## config.mk

```make
export PLATFORM = sky130hd
export DESIGN_NAME = id_ex_stage
export DESIGN_NICKNAME = d
export VERILOG_FILES = /design/src/rtl/id_ex_stage.sv
export SDC_FILE = /design/constraint.sdc
export NUM_CORES = 1
export LEC_CHECK = 0
export BUFFER_PORTS_ARGS = -buffer_cell sky130_fd_sc_hd__buf_2
export CAP_MARGIN = 20
export CORE_MARGIN = 8
export CORE_UTILIZATION = 48
export CTS_CLUSTER_DIAMETER = 30
export DETAILED_ROUTE_END_ITERATION = 10
export PLACE_DENSITY_LB_ADDON = 0.1
export REMOVE_ABC_BUFFERS = 1
export SLEW_MARGIN = 5
export SYNTH_ARGS = -nofsm -noshare
export SYNTH_HDL_FRONTEND = slang
export SYNTH_SLANG_ARGS = --single-unit
```

## constraint.sdc

```tcl
create_clock -name clk -period 2.9 [get_ports clk]
set_clock_uncertainty 0.05 [all_clocks]
set_input_delay 0.435 -clock clk [delete_from_list [all_inputs] [get_ports clk]]
set_output_delay 0.435 -clock clk [all_outputs]
set_load 0.03 [all_outputs]
```

## src/rtl/id_ex_stage.sv

```systemverilog
// ID/EX pipeline register with operand forwarding, ALU source selection and
// load-use hazard detection for the execute-stage ALU.
//
// Flow control: this stage has no valid/ready handshake. stall holds every
// register, flush loads a bubble, and load_use tells IF/ID to hold while the
// stage inserts a bubble itself. The per-edge priority is
// flush > stall > load_use > capture.
module id_ex_stage #(
    parameter int DW = 32,
    parameter int AW = 5
) (
    input  logic          clk,
    input  logic          rst_n,
    input  logic          stall,
    input  logic          flush,
    input  logic          id_valid,
    input  logic [AW-1:0] id_rs_addr,
    input  logic [AW-1:0] id_rt_addr,
    input  logic [AW-1:0] id_rd_addr,
    input  logic [DW-1:0] id_rs_data,
    input  logic [DW-1:0] id_rt_data,
    input  logic [DW-1:0] id_imm,
    input  logic [4:0]    id_shamt,
    input  logic [2:0]    id_alu_op,
    input  logic [1:0]    id_op_sel,
    input  logic          id_reg_write,
    input  logic          id_mem_read,
    input  logic          id_rs_used,
    input  logic          id_rt_used,
    input  logic          exm_wr_en,
    input  logic [AW-1:0] exm_wr_addr,
    input  logic [DW-1:0] exm_wr_data,
    input  logic          mwb_wr_en,
    input  logic [AW-1:0] mwb_wr_addr,
    input  logic [DW-1:0] mwb_wr_data,
    output logic [DW-1:0] alu_a,
    output logic [DW-1:0] alu_b,
    output logic [2:0]    alu_op,
    output logic          ex_valid,
    output logic          ex_reg_write,
    output logic          ex_mem_read,
    output logic [AW-1:0] ex_rd_addr,
    output logic [DW-1:0] ex_store_data,
    output logic          load_use
);

    // Operand-form encodings of id_op_sel
    localparam logic [1:0] SEL_RR    = 2'b00;
    localparam logic [1:0] SEL_RI    = 2'b01;
    localparam logic [1:0] SEL_SHAMT = 2'b10;
    localparam logic [1:0] SEL_SHVAR = 2'b11;

    // Registered operand state (control state is held in the output regs)
    logic [AW-1:0] rs_addr_q;
    logic [AW-1:0] rt_addr_q;
    logic [DW-1:0] rs_data_q;
    logic [DW-1:0] rt_data_q;
    logic [DW-1:0] imm_q;
    logic [4:0]    shamt_q;
    logic [1:0]    op_sel_q;

    logic [DW-1:0] frs;
    logic [DW-1:0] frt;
    logic          rs_hit;
    logic          rt_hit;

    // Load-use: a load in EX whose destination is read by the instruction in ID.
    // Register 0 never creates a dependency. Independent of stall.
    assign rs_hit   = id_rs_used && (id_rs_addr == ex_rd_addr);
    assign rt_hit   = id_rt_used && (id_rt_addr == ex_rd_addr);
    assign load_use = ex_valid && ex_mem_read && (ex_rd_addr != '0) &&
                      id_valid && (rs_hit || rt_hit);

    // Stage register update: flush > stall > load_use/invalid bubble > capture.
    // A bubble is all-zero state, which yields add with zero operands and no
    // register or memory side effects.
    always_ff @(posedge clk or negedge rst_n) begin
        if (!rst_n) begin
            ex_valid     <= 1'b0;
            ex_reg_write <= 1'b0;
            ex_mem_read  <= 1'b0;
            alu_op       <= 3'b000;
            ex_rd_addr   <= '0;
            rs_addr_q    <= '0;
            rt_addr_q    <= '0;
            rs_data_q    <= '0;
            rt_data_q    <= '0;
            imm_q        <= '0;
            shamt_q      <= '0;
            op_sel_q     <= SEL_RR;
        end else if (flush || (!stall && (load_use || !id_valid))) begin
            ex_valid     <= 1'b0;
            ex_reg_write <= 1'b0;
            ex_mem_read  <= 1'b0;
            alu_op       <= 3'b000;
            ex_rd_addr   <= '0;
            rs_addr_q    <= '0;
            rt_addr_q    <= '0;
            rs_data_q    <= '0;
            rt_data_q    <= '0;
            imm_q        <= '0;
            shamt_q      <= '0;
            op_sel_q     <= SEL_RR;
        end else if (!stall) begin
            ex_valid     <= 1'b1;
            ex_reg_write <= id_reg_write;
            ex_mem_read  <= id_mem_read;
            alu_op       <= id_alu_op;
            ex_rd_addr   <= id_rd_addr;
            rs_addr_q    <= id_rs_addr;
            rt_addr_q    <= id_rt_addr;
            rs_data_q    <= id_rs_data;
            rt_data_q    <= id_rt_data;
            imm_q        <= id_imm;
            shamt_q      <= id_shamt;
            op_sel_q     <= id_op_sel;
        end
    end

    // Forwarding: EX/MEM beats MEM/WB; register 0 always reads as captured.
    always_comb begin
        frs = rs_data_q;
        if (rs_addr_q != '0) begin
            if (exm_wr_en && (exm_wr_addr == rs_addr_q)) begin
                frs = exm_wr_data;
            end else if (mwb_wr_en && (mwb_wr_addr == rs_addr_q)) begin
                frs = mwb_wr_data;
            end
        end
        frt = rt_data_q;
        if (rt_addr_q != '0) begin
            if (exm_wr_en && (exm_wr_addr == rt_addr_q)) begin
                frt = exm_wr_data;
            end else if (mwb_wr_en && (mwb_wr_addr == rt_addr_q)) begin
                frt = mwb_wr_data;
            end
        end
    end

    // ALU source selection; shift forms put the shifted value (rt) on A.
    always_comb begin
        alu_a         = frs;
        alu_b         = frt;
        ex_store_data = frt;
        case (op_sel_q)
            SEL_RR: begin
                alu_a = frs;
                alu_b = frt;
            end
            SEL_RI: begin
                alu_a = frs;
                alu_b = imm_q;
            end
            SEL_SHAMT: begin
                alu_a = frt;
                alu_b = {{(DW-5){1'b0}}, shamt_q};
            end
            SEL_SHVAR: begin
                alu_a = frt;
                alu_b = {{(DW-5){1'b0}}, frs[4:0]};
            end
            default: begin
                alu_a = frs;
                alu_b = frt;
            end
        endcase
    end

endmodule
```

==> results.md, run 1 <==
* Total of buffers placed on input and output ports at 313
* Iter 0 DRT Violations at 784
* Number of buffers inserted during clock tree synthesis at 17
* HPWL after detailed placement at 21,760 um
* Top cell type by total area after synthesis: sky130_fd_sc_hd__dfrtp_1
* Most area-consuming cells after synthesis: sky130_fd_sc_hd__dfrtp_1 (43%), sky130_fd_sc_hd__a22o_1 (16%), sky130_fd_sc_hd__o22a_1 (5.6%)
* Type of the most critical hold path: in -> reg
* Number of synthesized register bits at 124
* Sequential element share of the synthesized area at 42.92%
* Share of post-route cells with drive strength above 1 at 54.46%
* Final hold violation count at 0
* Initial core utilization at 48.27%
* Violated checks: setup timing
* Slew at the pin closest to its max-slew limit at 916.1 ps
* Final wirelength at 33,200 um
* Final number of max-transition violations at 0
* Final cell count without fillers at 1,288
* Power density cells at 460.1 nW/um2
* Clock Tree Buf Depth at 2
* Synthesized instance count at 697
* Sort of element at the start of the critical path: flop
* Final cell area excluding filler cells at 12,000 um2
* Via-to-Cell Ratio at 6.564
* Area of the die at 19,240 um2
* Via total after detailed routing at 8,455
* Maximum vdd drop at 0.4573 mV
* Critical path endpoint category: primary output
* Wire length of the first global-routing pass at 49,760 um
* Async set-or-reset flop fraction in the synthesized netlist at 100.0%
* Setup repair after global routing missed its margin: true
* Antenna violations before repair at 3
* WP data required at 2410 ps
* Worst Path Arrival at 2970 ps
* Detailed Routing Iterations Pass 1 at 5
* Post-synth top area share at 42.92%
* Hold depth at 2
* Depth of the worst register-to-register path at 6
* Placement-stage cell area at 9503 um2
* Core Area at 14,980 um2
* Height of the chip at 138.7 um
* Most common library cell in the layout ignoring fill and taps: sky130_fd_sc_hd__buf_2
* Number of global-route vias before repair at 8,790
* Insertion delay of the later-clocked pin in the worst-skew pair at 420 ps
* Avg Synthesized Cell Area at 10.37 um2
* Status: complete, but fails checks
* Final worst path period share at 119.2%
* Synth warn at 0
* Netlist cell types at 42
* Worst setup slack after layout at -557.7 ps
* Final routed wire length divided by cell count at 25.77 um
* Number of violations of the max-capacitance limit at 0
* Peak Freq at 289.2 MHz
* Count of standard-cell rows at 45
* Count of pins on the block boundary at 314
* Syn-to-layout area delta at 66.03%
* Maximum number of pins on one net before global-route repair at 125
* Most frequent cells in the layout: sky130_fd_sc_hd__buf_2 (221), sky130_fd_sc_hd__a22o_1 (128), sky130_fd_sc_hd__dfrtp_1 (118)
* Total chip power at 5.523 mW
* Leak at 5.539 nW
* Count of clock tree sinks at 124
* Min Tclk post-route at 3458 ps
* CTS clock-pin slew for the worst setup and hold paths at 60 ps
* Clock Root Buffer: sky130_fd_sc_hd__clkbuf_16
* Number of synthesized flops with an enable pin at 0
* CTS tree: built
* Inst Count DP at 1,207
* Count of final setup violators at 96
* Horizontal die dimension at 138.7 um
* GRT Overall Usage at 32.20%
* Number of nets with antenna violations after routing at 0
* Number of nets in the layout at 1,291
* Combined area of all synthesized cells at 7229 um2
* RePlAce Congestion at 0.9496
* Crit-path max FO at 6
* Total number of H-tree levels at 4
* Number of remaining DRC errors at 0
* WS Path Type: reg -> out
* Worst slew slack as a fraction of its limit at 38.92%
* Most used flip-flop cell after synthesis: sky130_fd_sc_hd__dfrtp_1
* Remaining Overflow, GRT at 0
==> flip-flops by register name, summed over array words and instances (netlist names) <==
| signal | count |
|---|---|
| ex_rd_addr | 5 |
| rs_data_q | 32 |
| op_sel_q | 2 |
| imm_q | 32 |
| ex_valid | 1 |
| rt_addr_q | 5 |
| rs_addr_q | 5 |
| shamt_q | 5 |
| ex_mem_read | 1 |
| ex_reg_write | 1 |
| rt_data_q | 32 |
| alu_op | 3 |
==> where the power goes <==
| group | internal, mW | switching (mW) |
|---|---|---|
| clock network | 1.46 | 0.838 |
| logic | 0.591 | 0.767 |
| registers | 1.80 | 0.0661 |
==> Yosys cell counts (7+ instances only) <==
cell type                   count
sky130_fd_sc_hd__o22a_1        46
sky130_fd_sc_hd__nor3_1        28
sky130_fd_sc_hd__o221a_2       22
sky130_fd_sc_hd__o22ai_1       43
sky130_fd_sc_hd__nor2b_1        7
sky130_fd_sc_hd__a22o_1       128
sky130_fd_sc_hd__nand2_1        8
sky130_fd_sc_hd__dfrtp_1      124
sky130_fd_sc_hd__a2bb2oi_1     29
sky130_fd_sc_hd__buf_2         13
sky130_fd_sc_hd__inv_1         27
sky130_fd_sc_hd__buf_4          8
sky130_fd_sc_hd__clkbuf_1      51
sky130_fd_sc_hd__and2_1         7
sky130_fd_sc_hd__a2111oi_0     27
sky130_fd_sc_hd__nor2_1        33
sky130_fd_sc_hd__xor2_1         8
sky130_fd_sc_hd__a21oi_1       16
sky130_fd_sc_hd__xnor2_1       22
==> cell families after synthesis <==
family                    count (synthesis)  share of synthesized area (%)
xor gates and xnor gates                 30                          3.634
muxes                                     8                          1.679
and+or+nand+nor                          97                          6.836
buffers and inverters                   103                          5.988
AOI/OAI and AO/OA                       335                          38.94
DFF                                     124                          42.92
==> what timing repair did <==
item / 4_1_cts / 5_1_grt
gates cloned: 3 / 4
hold buffers: 1 / 0
endpoints found under the hold margin: 31 / 0
gates resized for setup: 249 / 125
pin swaps: 58 / 47
endpoints found under the setup margin: 96 / 96
buffers inserted: 24 / 19
==> worst max-delay path, cell delays in order (launching register included) <==
cell,delay [ps]
sky130_fd_sc_hd__dfrtp_2,440
sky130_fd_sc_hd__xor2_1,190
sky130_fd_sc_hd__nor4_2,450
sky130_fd_sc_hd__o211ai_1,190
sky130_fd_sc_hd__buf_4,210
sky130_fd_sc_hd__buf_12,140
sky130_fd_sc_hd__o22ai_2,190
sky130_fd_sc_hd__a2bb2oi_4,100
sky130_fd_sc_hd__mux4_2,450
sky130_fd_sc_hd__buf_4,180
==> layer usage <==
| layer | GRT usage [%] | vias to the layer above | wire length, um |
|---|---|---|---|
| met5 | 0 | - | 10 |
| met4 | 14.04 | 2 | 1569 |
| met3 | 9.570 | 137 | 3418 |
| met2 | 52.46 | 640 | 15800 |
| met1 | 38.92 | 4097 | 12400 |
| li1 | - | 3579 | - |
==> final timing paths <==
path	startpoint	to	slack, ps
worst max register to register	ex_rd_addr[0]$_DFFE_PN0P_	imm_q[3]$_DFFE_PN0P_	410
worst min-delay path	id_imm[23]	imm_q[23]$_DFFE_PN0P_	180
worst min register to register	alu_op[0]$_DFFE_PN0P_	alu_op[0]$_DFFE_PN0P_	460
worst max-delay path	rt_addr_q[0]$_DFFE_PN0P_	alu_b[3]	-560
max in group asynchronous	rst_n	rt_data_q[18]$_DFFE_PN0P_	1480
min in group asynchronous	rst_n	imm_q[8]$_DFFE_PN0P_	490
==> stage by stage <==
stage          hold slack [ps]  util, %  worst slack (ps)  setup TNS [ps]
2_1_floorplan            89.41        -             -2284         -344390
3_3_place_gp             359.7    63.45            -237.4           -3297
3_5_place_dp             359.8    63.45            -363.2           -9319
4_1_cts                  165.6    75.66            -429.9          -24470
5_1_grt                  163.2    80.14            -608.3          -45190
6_report                 176.8    80.14            -557.7          -39840
==> cell type report <==
class,instances,area (um2)
diodes,2,5.005
clock buffers,18,439.2
repair buffers,445,3523
well taps,188,235.2
inverters,27,101.3
fillers,939,2974
flip-flops and latches,124,3110
multi-input cells,470,4395
clock inverters,14,192.7
Note: power is estimated with default switching activity, not from simulation.
==> run 2, diff against run 1 <==
Settings changed: ABC_AREA set to 1, CORE_UTILIZATION 48 to 50.
==> run 2 against run 1 <==
  * The run now ends clean
  * Synthesized cell count is 72% higher
  * Via count rose by 13%
  * Critical path depth up 2
  * Clock power fell by 6%
  * Utilization fell by 12 points
  * Worst hold slack improved by 5.0 ps
  * Total power is 8.0% lower
  * Non-clock buffer count fell by 89
  * Routed wire length is 3.3% lower
  * Maximum frequency rose by 23%
  * Largest cell class unchanged
==> results.md, run 2 <==
* Status: completed
* Most frequent cells in the layout: sky130_fd_sc_hd__nand2_1 (389), sky130_fd_sc_hd__buf_2 (295), sky130_fd_sc_hd__nand3_1 (138)
* GRT Overall Usage at 30.90% (-1.3 points)
* Wire length of the first global-routing pass at 49,340 um (-0.83%)
* CTS clock-pin slew for the worst setup and hold paths at 60 ps (about the same)
* Total number of H-tree levels at 4 (unchanged)
* Clock Tree Buf Depth at 2 (unchanged)
* Sort of element at the start of the critical path: flop
* Worst Path Arrival at 2330 ps (-640 ps)
* Switching fraction of total power at 29.68% (-0.59 points)
* WP data required at 2410 ps (about the same)
* Inst Count DP at 1,673 (+39%)
* Net Sw Power at 1.509 mW (-9.8%)
* Most used standard cells in the synthesized netlist: sky130_fd_sc_hd__nand2_1 (394), sky130_fd_sc_hd__nand3_1 (142), sky130_fd_sc_hd__dfrtp_1 (124)
* Synthesized instance count at 1,200 (+72%)
* Final wirelength at 32,110 um (-3.3%)
* HPWL after detailed placement at 22,220 um (+2.1%)
* Sequential element share of the synthesized area at 38.77% (-4.1 points)
* Worst setup slack after layout at 80.59 ps (+638.3 ps)
* Total chip power at 5.083 mW (-8.0%)
* Power density cells at 470.8 nW/um2 (+2.3%)
* Number of synthesized flops with an enable pin at 0 (unchanged)
* Via total after detailed routing at 9,585 (+13%)
* Share of power burned in registers at 36.4% (+2.7 points)
* Post-synth top area share at 38.77% (-4.1 points)
* Count of final setup violators at 0 (-100%)
* Initial core utilization at 50.75% (+2.5 points)
* Insertion delay of the later-clocked pin in the worst-skew pair at 410 ps (about the same)
* Final worst path period share at 97.22% (-22 points)
* Remaining Overflow, GRT at 0 (unchanged)
* Setup repair after global routing missed its margin: true
* Netlist cell types at 33 (-21%)
* Async set-or-reset flop fraction in the synthesized netlist at 100.0% (unchanged)
* Antenna violations before repair at 10 (+7)
* Combined area of all synthesized cells at 8003 um2 (+11%)
* Number of nets with antenna violations after routing at 0 (unchanged)
* Min Tclk post-route at 2819 ps (-638.3 ps)
* Peak Freq at 354.7 MHz (+23%)
* Final cell count without fillers at 1,725 (+34%)
* Share of post-route cells with drive strength above 1 at 29.85% (-25 points)
* Number of buffers inserted during clock tree synthesis at 17 (unchanged)
* Setup Slack @ Placement at 303.2 ps (+666.3 ps)
* WS Path Type: reg -> out
* Synth warn at 0 (unchanged)
* Maximum number of pins on one net before global-route repair at 118 (-5.6%)
* CTS tree: built
* Final number of max-transition violations at 0 (unchanged)
* Crit-path max FO at 25 (+19)
* Worst slew slack as a fraction of its limit at 35.21% (-3.7 points)
* Detailed Routing Iterations Pass 1 at 7 (+2)
* Top cell type by total area after synthesis: sky130_fd_sc_hd__dfrtp_1
* Final hold violation count at 0 (unchanged)
* Core Area at 15,770 um2 (+5.3%)
* Maximum vdd drop at 0.4279 mV (-6.4%)
* Avg Synthesized Cell Area at 6.669 um2 (-36%)
* Critical path endpoint category: primary output
* Number of synthesized register bits at 124 (unchanged)
* Final Core Density at 68.47% (-12 points)
* Clock Root Buffer: sky130_fd_sc_hd__clkbuf_16
* Count of standard-cell rows at 46 (+2.2%)
* Iter 0 DRT Violations at 814 (+3.8%)
* Number of nets in the layout at 1,695 (+31%)
* Total of buffers placed on input and output ports at 313 (unchanged)
* Count of pins on the block boundary at 314 (unchanged)
* Area of the die at 20,310 um2 (+5.5%)
* Number of global-route vias before repair at 9,333 (+6.2%)
* Most used flip-flop cell after synthesis: sky130_fd_sc_hd__dfrtp_1
* Leak at 5.936 nW (+7.2%)
* Most common library cell in the layout ignoring fill and taps: sky130_fd_sc_hd__nand2_1
* Number of remaining DRC errors at 0 (unchanged)
* Final routed wire length divided by cell count at 18.61 um (-28%)
* Internal Power at 3.575 mW (-7.2%)
* Count of clock tree sinks at 124 (unchanged)
* Type of the most critical hold path: in -> reg
* Number of violations of the max-capacitance limit at 0 (unchanged)
* Most area-consuming cells after synthesis: sky130_fd_sc_hd__dfrtp_1 (39%), sky130_fd_sc_hd__nand2_1 (18%), sky130_fd_sc_hd__nand3_1 (8.9%)
* Slew at the pin closest to its max-slew limit at 971.9 ps (+55.79 ps)
* Biggest registers after layout: imm_q x32, rs_data_q x32, rt_data_q x32
* Combinational group share of total power at 21.1% (-3.5 points)
* Syn-to-layout area delta at 34.93%
* Via-to-Cell Ratio at 5.557 (-15%)
* Clk network pwr share at 42.5% (+0.8 points)
* Most frequently used cell type in the post-synthesis netlist: sky130_fd_sc_hd__nand2_1
* Height of the chip at 142.5 um (+2.7%)
* Horizontal die dimension at 142.5 um (+2.7%)
* RePlAce Congestion at 0.9100 (-4.2%)
==> run 2: path summary, 6_finish.rpt <==
kind	start	end	slack (ps)	cells after the start
worst max-delay path	rt_addr_q[1]$_DFFE_PN0P_	alu_a[23]	80	11
worst min register to register	ex_reg_write$_DFFE_PN0P_	ex_reg_write$_DFFE_PN0P_	430	2
worst max register to register	ex_rd_addr[2]$_DFFE_PN0P_	op_sel_q[0]$_DFFE_PN0P_	730	8
worst min-delay path	id_alu_op[2]	alu_op[2]$_DFFE_PN0P_	180	3
min in group asynchronous	rst_n	ex_rd_addr[0]$_DFFE_PN0P_	510	2
max in group asynchronous	rst_n	rt_addr_q[4]$_DFFE_PN0P_	1510	3
==> run 2: power by group through the flow <==
stage	logic, mW	registers, mW	clock network (mW)
2_1_floorplan	0.556	1.88	0
3_3_place_gp	0.992	1.87	0
3_5_place_dp	1.00	1.87	0
4_1_cts	1.02	1.84	2.18
5_1_grt	1.17	1.85	2.26
6_report	1.07	1.85	2.16
==> run 2: critical path, stage by stage (launching register included) <==
cell                       delay, ps
sky130_fd_sc_hd__dfrtp_1         420
sky130_fd_sc_hd__inv_2           100
sky130_fd_sc_hd__nand2_2          90
sky130_fd_sc_hd__nor4_4          280
sky130_fd_sc_hd__buf_6           170
sky130_fd_sc_hd__inv_2            50
sky130_fd_sc_hd__nand2_4          90
sky130_fd_sc_hd__inv_8            80
sky130_fd_sc_hd__buf_12          170
sky130_fd_sc_hd__o211ai_1        160
sky130_fd_sc_hd__nand2_1         130
sky130_fd_sc_hd__buf_6           160
==> run 2: kinds of logic (layout without fill, tap and decap cells) <==
kind of cell              after synthesis  count (layout)  share of synthesized area [%]
AOI/OAI and AO/OA                     302             302                          20.68
xor gates and xnor gates                4               4                         0.4377
buffers and inverters                 173             474                          9.052
DFF                                   124             124                          38.77
other                                   0               8                              0
and+or+nand+nor                       597             597                          31.05
==> run 2: per-layer routing <==
| layer | global-route usage (%) | part of all wire (%) |
|---|---|---|
| met5 | 0 | 0.22 |
| met4 | 12.14 | 3.0 |
| met3 | 9.762 | 10 |
| met2 | 49.72 | 48 |
| met1 | 37.78 | 39 |
==> run 2: layout make-up <==
type	count	area, um2
clock buffer	24	471.7
clock inverter	7	113.9
antenna	8	20.02
fill	1440	4972
tap	216	270.3
inverter	87	341.6
multi-input combinational	903	4320
timing repair buffer	356	2148
sequential	124	3112
==> run 2: metrics by stage <==
step | TNS, ps | hold slack, ps | instance area [um2]
after floorplan | -289300 | 89.41 | 7607
after global placement | 0 | 387.6 | 9777
after detailed placement | 0 | 393.4 | 9804
after CTS | 0 | 173.3 | 10440
after global routing | -138.1 | 181.7 | 10790
final | 0 | 181.8 | 10800
==> run 2: timing repair <==
action | 4_1_cts | 5_1_grt
resized for setup | 8 | 75
gates cloned | 0 | 3
setup endpoints to repair | 42 | 77
pin swaps | 1 | 7
buffers inserted | 2 | 8
hold buffers | 1 | 0
hold endpoints to repair | 55 | 0
